File: src/rtl/fifo_arb_pkg.sv
// fifo_arb_pkg
//   Shared types and default constants for the FIFO ingress arbiter family.
//   arb_state_t : two-state arbiter FSM encoding (IDLE, GRANT).
//   *_DEF       : default parameter values used by fifo_ingress_arbiter.
package fifo_arb_pkg;

  typedef enum logic {
    IDLE  = 1'b0,
    GRANT = 1'b1
  } arb_state_t;

  localparam int NR_OF_REQ_DEF  = 4;
  localparam int DATA_WIDTH_DEF = 32;
  localparam int MAX_BURST_DEF  = 4;

endpackage

File: src/rtl/rr_arbiter.sv
// rr_arbiter
//   Purely combinational round-robin selector. Picks the first asserted
//   request at or after rr_ptr, searching upward and wrapping at N_P-1.
//   Works for non-power-of-2 N_P; rr_ptr must be below N_P.
// Ports
//   req     in  N_P     request vector
//   rr_ptr  in  ID_W_P  index with highest priority this cycle
//   gnt     out N_P     one-hot selection (0 when no request)
//   gnt_id  out ID_W_P  index of the selection (0 when no request)
//   any_req out 1       at least one request asserted
module rr_arbiter #(
  parameter  int N_P    = 4,
  localparam int ID_W_P = (N_P > 1) ? $clog2(N_P) : 1
) (
  input  logic [N_P-1:0]    req,
  input  logic [ID_W_P-1:0] rr_ptr,
  output logic [N_P-1:0]    gnt,
  output logic [ID_W_P-1:0] gnt_id,
  output logic              any_req
);

  logic              w_found;
  logic [ID_W_P:0]   w_sum;
  logic [ID_W_P-1:0] w_idx;

  assign any_req = |req;

  // One extra bit on the sum lets rr_ptr+k exceed N_P before the explicit wrap.
  always_comb begin
    gnt     = '0;
    gnt_id  = '0;
    w_found = 1'b0;
    w_sum   = '0;
    w_idx   = '0;
    for (int k = 0; k < N_P; k++) begin
      w_sum = {1'b0, rr_ptr} + (ID_W_P+1)'(k);
      if (w_sum >= (ID_W_P+1)'(N_P)) begin
        w_sum = w_sum - (ID_W_P+1)'(N_P);
      end
      w_idx = w_sum[ID_W_P-1:0];
      if (!w_found && req[w_idx]) begin
        w_found    = 1'b1;
        gnt[w_idx] = 1'b1;
        gnt_id     = w_idx;
      end
    end
  end

endmodule

File: src/rtl/fifo_ingress_arbiter.sv
// fifo_ingress_arbiter
//   Round-robin arbiter sharing one FIFO write port among NR_OF_REQ_P
//   valid/ready requesters. A grant is held for up to MAX_BURST_P beats and
//   is released early when the granted requester drops valid. No write is
//   ever issued while fifo_full is high; this block is the only guard.
//   Build option: define FIFO_ARB_TAG_EN to place grant_id in the upper
//   ID_WIDTH_P bits of fifo_wr_data; otherwise those bits are tied to 0.
// Ports
//   clk          in  1                        clock
//   rst_n        in  1                        async active-low reset
//   req_valid    in  NR_OF_REQ_P              per-requester valid
//   req_data     in  NR_OF_REQ_P*DATA_WIDTH_P packed payloads, slice i per requester
//   req_ready    out NR_OF_REQ_P              per-requester accept (at most one high)
//   fifo_wr_en   out 1                        FIFO ing_enable
//   fifo_wr_data out DATA_WIDTH_P+ID_WIDTH_P  FIFO ing_data = {id, payload}
//   fifo_full    in  1                        FIFO ing_full
//   grant_id     out ID_WIDTH_P               current / last granted requester
//   grant_active out 1                        FSM in GRANT
module fifo_ingress_arbiter
  import fifo_arb_pkg::*;
#(
  parameter  int NR_OF_REQ_P  = NR_OF_REQ_DEF,
  parameter  int DATA_WIDTH_P = DATA_WIDTH_DEF,
  parameter  int MAX_BURST_P  = MAX_BURST_DEF,
  localparam int ID_WIDTH_P   = $clog2(NR_OF_REQ_P)
) (
  input  logic                                clk,
  input  logic                                rst_n,
  input  logic [NR_OF_REQ_P-1:0]              req_valid,
  input  logic [NR_OF_REQ_P*DATA_WIDTH_P-1:0] req_data,
  output logic [NR_OF_REQ_P-1:0]              req_ready,
  output logic                                fifo_wr_en,
  output logic [DATA_WIDTH_P+ID_WIDTH_P-1:0]  fifo_wr_data,
  input  logic                                fifo_full,
  output logic [ID_WIDTH_P-1:0]               grant_id,
  output logic                                grant_active
);

  localparam int CNT_W = $clog2(MAX_BURST_P + 1);

  arb_state_t              r_state;
  arb_state_t              w_state_nxt;
  logic [ID_WIDTH_P-1:0]   r_rr_ptr;
  logic [ID_WIDTH_P-1:0]   r_grant_id;
  logic [NR_OF_REQ_P-1:0]  r_grant_oh;
  logic [CNT_W-1:0]        r_burst_cnt;

  logic [NR_OF_REQ_P-1:0]  w_sel_oh;
  logic [ID_WIDTH_P-1:0]   w_sel_id;
  logic                    w_any_req;
  logic                    w_gnt_valid;
  logic                    w_beat;
  logic                    w_last;
  logic                    w_release;
  logic [ID_WIDTH_P-1:0]   w_ptr_nxt;
  logic [DATA_WIDTH_P-1:0] w_payload;
  logic [ID_WIDTH_P-1:0]   w_tag;

  rr_arbiter #(
    .N_P (NR_OF_REQ_P)
  ) u_rr_arbiter (
    .req     (req_valid),
    .rr_ptr  (r_rr_ptr),
    .gnt     (w_sel_oh),
    .gnt_id  (w_sel_id),
    .any_req (w_any_req)
  );

  assign grant_active = (r_state == GRANT);
  assign grant_id     = r_grant_id;

  // The stored one-hot grant avoids a variable index into req_valid, which
  // would otherwise reach past the top requester for non-power-of-2 counts.
  assign w_gnt_valid = |(req_valid & r_grant_oh);
  assign w_beat      = grant_active && w_gnt_valid && !fifo_full;
  assign w_last      = (r_burst_cnt == CNT_W'(MAX_BURST_P - 1));
  assign w_release   = grant_active && (!w_gnt_valid || (w_beat && w_last));
  assign w_ptr_nxt   = (r_grant_id == ID_WIDTH_P'(NR_OF_REQ_P - 1)) ?
                       '0 : r_grant_id + ID_WIDTH_P'(1);

  assign req_ready  = (grant_active && !fifo_full) ? r_grant_oh : '0;
  assign fifo_wr_en = w_beat;

  // AND-OR payload mux keyed by the one-hot grant.
  always_comb begin
    w_payload = '0;
    for (int i = 0; i < NR_OF_REQ_P; i++) begin
      if (r_grant_oh[i]) begin
        w_payload = w_payload | req_data[i*DATA_WIDTH_P +: DATA_WIDTH_P];
      end
    end
  end

`ifdef FIFO_ARB_TAG_EN
  assign w_tag = r_grant_id;
`else
  assign w_tag = '0;
`endif

  assign fifo_wr_data = w_beat ? {w_tag, w_payload} : '0;

  always_ff @(posedge clk or negedge rst_n) begin
    if (!rst_n) begin
      r_state <= IDLE;
    end else begin
      r_state <= w_state_nxt;
    end
  end

  always_comb begin
    w_state_nxt = r_state;
    case (r_state)
      IDLE:    if (w_any_req) w_state_nxt = GRANT;
      GRANT:   if (w_release) w_state_nxt = IDLE;
      default: w_state_nxt = IDLE;
    endcase
  end

  // Counter is cleared when a grant is taken, so it may rest at MAX_BURST_P
  // after a full burst without affecting the next grant.
  always_ff @(posedge clk or negedge rst_n) begin
    if (!rst_n) begin
      r_rr_ptr    <= '0;
      r_grant_id  <= '0;
      r_grant_oh  <= '0;
      r_burst_cnt <= '0;
    end else begin
      if ((r_state == IDLE) && w_any_req) begin
        r_grant_id  <= w_sel_id;
        r_grant_oh  <= w_sel_oh;
        r_burst_cnt <= '0;
      end else if (w_beat) begin
        r_burst_cnt <= r_burst_cnt + CNT_W'(1);
      end
      if (w_release) begin
        r_rr_ptr <= w_ptr_nxt;
      end
    end
  end

endmodule

File: config.mk
export PLATFORM = sky130hd
export DESIGN_NAME = fifo_ingress_arbiter
export DESIGN_NICKNAME = d
export VERILOG_FILES = /design/src/rtl/fifo_arb_pkg.sv /design/src/rtl/rr_arbiter.sv /design/src/rtl/fifo_ingress_arbiter.sv
export SDC_FILE = /design/constraint.sdc
export NUM_CORES = 1
export LEC_CHECK = 0
export ABC_AREA = 1
export BUFFER_PORTS_ARGS = -buffer_cell sky130_fd_sc_hd__buf_2
export CAP_MARGIN = 40
export CORE_MARGIN = 1
export CORE_UTILIZATION = 35
export DETAILED_ROUTE_END_ITERATION = 6
export GPL_ROUTABILITY_DRIVEN = 0
export GPL_TIMING_DRIVEN = 0
export PLACE_DENSITY = 0.75
export SYNTH_ARGS = -nofsm -noshare
export SYNTH_HDL_FRONTEND = slang
export SYNTH_HIERARCHICAL = 1
export SYNTH_SLANG_ARGS = --single-unit
File: constraint.sdc
create_clock -name clk -period 3.79 [get_ports clk]
set_input_delay 0.758 -clock clk [delete_from_list [all_inputs] [get_ports clk]]
set_output_delay 0.758 -clock clk [all_outputs]
set_load 0.005 [all_outputs]
==> flow_metrics.py <==
metrics = {
    "run_status": {
        "run_status": "finished, final reports clean",
    },
    "floorplanning": {
        "die_w_um": 77.65,
        "die_h_um": 77.65,
        "die-area_mm2": 0.006030,
        "io_pins": 177,
        "core_mm2": 0.005507,
        "initial_utilization": 0.3638,
        "rows": 27,
    },
    "yosys": {
        "synthCells": 328,
        "syn_avg_cell_area_um2": 6.107,
        "synth_cell_type_count": 26,
        "yosys.area.top_type": "a22o_1",
        "ys_ff_latch": 12,
        "ys_seq_area_frac": 0.1499,
        "synth_xor_area_frac": 0,
        "synthAdderAreaFrac": 0.04997,
        "synthMuxAreaShare": 0.01124,
        "synth_top_family_by_area": "simple AND/OR/NAND/NOR gates",
        "synth_compound_area_frac": 0.2605,
        "synth-simple-area-share": 0.4129,
        "synth_top_area_frac": 0.1661,
        "synth_warnings": 6,
        "synthTopCellsByArea": "a22o_1, dfrtp_1, nand2_1, nor2_1, nand3_1",
        "netlist_area_mm2": 0.002003,
    },
    "sta": {
        "drv_slew": 0,
        "fin_tns_setup_ps": 0,
        "holdWs_ps": 387.4,
        "fin_crit_ps": 2535,
        "setup_viol": 0,
        "finClkSkew_ps": 0.9654,
        "fin_ws_ps": 1255,
        "min_period_over_period": 0.6688,
        "hold_viol": 0,
        "rsz0062_at_grt": "no",
        "fmax_mhz": 394.5,
    },
    "clock_tree": {
        "cts.path.max_buffers": 2,
        "cts_max_level": 1,
        "postCtsHoldBufs": 0,
        "cts_tree": "done",
        "insertion_delay_ps": 240,
        "cts_made_buffers": 3,
        "cts_root_buf": "clkbuf_8",
        "clkTransAtPathRegs_ps": 50,
        "cts_setup_buffers": 0,
        "cts_sinks": 12,
        "ctsResizeCount": 0,
    },
    "worst_setup_path": {
        "path_cells": "buf_2, nand2_1, nand2_1, o21bai_4, buf_6, nor2_1, buf_2",
        "cp-start-kind": "input port",
        "crit_arrival_ps": 1780,
        "cpMaxStageDelayCell": "o21bai_4",
        "cp.required_ps": 3030,
        "critPathMaxStageDelay_ps": 320,
        "crit_path_end_kind": "primary output",
        "critPathMaxFanout": 10,
        "critPathKind": "in -> out",
    },
    "detailed_routing": {
        "drt-initial-drc-count": 120,
        "drtAntennaViolNets": 0,
        "routedWlPerCell_um": 14.10,
        "via_count": 2916,
        "dr.pass1.iters": 5,
        "drc": 0,
        "wirelength_mm": 8.166,
        "vias_per_cell": 5.036,
    },
    "pwr": {
        "power_density_mw_per_mm2": 693.2,
        "leakage_uw": 0.001856,
        "ir_drop_uv": 360.6,
    },
    "layout": {
        "fin_util": 0.5490,
        "syn_to_final_growth_pct": 50.91,
        "layout-drive-gt1-share": 0.4221,
        "layoutNonFillerInstCount": 579,
        "final_nets": 651,
        "insertedDiodeCount": 0,
    },
    "placement": {
        "portBuffers": 174,
        "post-place-ws_ps": 1255,
        "dpl.hpwl_mm": 6.753,
        "dp.cells": 575,
    },
    "global_routing": {
        "track_usage": 0.2573,
        "grt_max_degree": 13,
        "grt_first_pass_wirelength_mm": 12.27,
        "grt_antenna_before_repair": 0,
        "grt_overflow": 0,
        "first_global_vias": 2551,
    },
    "hold_path": {
        "hold_path_class": "in -> async",
    },
    "flow_run": {
        "drv_cap": 0,
    },
}
==> layout make-up <==
class	instances	area, um2
plain buffers	23	143.9
clock buffers	4	55.05
fillers	588	2484
inverters	21	83.83
multi-input cells	273	1479
flip-flops and latches	12	300.3
well taps	72	90.09
repair buffers	174	870.8
==> metrics by stage <==
step	area [um2]	power, uW
after floorplan	2007	1439
after global placement	2968	1898
after global routing	3023	2298
after CTS	3023	2084
after detailed placement	2968	1937
final	3023	2095
==> logic make-up (layout without fill, tap and decap cells) <==
family	after synthesis	after routing
AOI/OAI and AO/OA	71	71
other	1	2
buffers and inverters	44	222
DFF	12	12
muxes	2	2
and+or+nand+nor	190	190
adders and majority gates	8	8
==> layer usage <==
layer,up-vias,global-route usage,part of all wire
met5,-,0,0
met4,0,0.09434,0.029
met3,17,0.02941,0.069
li1,1460,-,-
met1,1308,0.3072,0.41
met2,131,0.4681,0.49
==> layout by cell type, fill, tap and decap left out <==
cell      instances
buf_2           190
nand2_1          78
nor2_1           63
nand3_1          39
a22o_1           38
a21oi_1          24
inv_1            19
dfrtp_1          12
ha_1              8
buf_6             4
clkbuf_8          4
a21boi_0          4
nand2_2           3
o21ai_1           3
nand2_4           3
mux2_2            2
buf_4             2
conb_1            2
o21bai_4          1
inv_2             1
clkbuf_1          1
o21ai_0           1
inv_6             1
nand3_4           1
nor2_2            1
nor2_8            1
nand4_1           1
==> sequential cells by signal, summed over array words and instances (netlist names) <==
| name | count |
|---|---|
| r_grant_oh | 4 |
| r_burst_cnt | 3 |
| grant_id | 2 |
| r_rr_ptr | 2 |
| grant_active | 1 |
==> power by group <==
group	switching, uW	internal (uW)	leakage [uW]
logic	1010	701	0.00168
registers	48.3	190	0.000147
clock network	49.7	92.0	0.0000288
total	1110	983	0.00186
==> worst paths after layout <==
check	start	endpoint	slack, ps	cells past startpoint
worst max-delay path	req_valid[0]	fifo_wr_data[24]	1260	7
worst min-delay path	rst_n	r_burst_cnt[2]	390	1
worst max register to register	r_rr_ptr[1]	grant_id[0]	1680	10
worst min register to register	r_burst_cnt[1]	r_burst_cnt[1]	510	2
max in group asynchronous	rst_n	r_rr_ptr[1]	3180	1
min in group clk	r_burst_cnt[1]	r_burst_cnt[1]	510	2
==> synthesized netlist by cell type, drive strengths merged <==
| cell | instances |
|---|---|
| a21boi | 4 |
| a21oi | 24 |
| a22o | 38 |
| buf | 22 |
| clkbuf | 1 |
| conb | 1 |
| dfrtp | 12 |
| ha | 8 |
| inv | 21 |
| mux2 | 2 |
| nand2 | 84 |
| nand3 | 40 |
| nand4 | 1 |
| nor2 | 65 |
| o21ai | 4 |
| o21bai | 1 |
==> critical path: cells and delay by family <==
kind / cells / cell delay (ps)
buf+inv: 3 / 460
simple gates: 3 / 230
compound gates: 1 / 320
(Power assumes the default switching activity.)
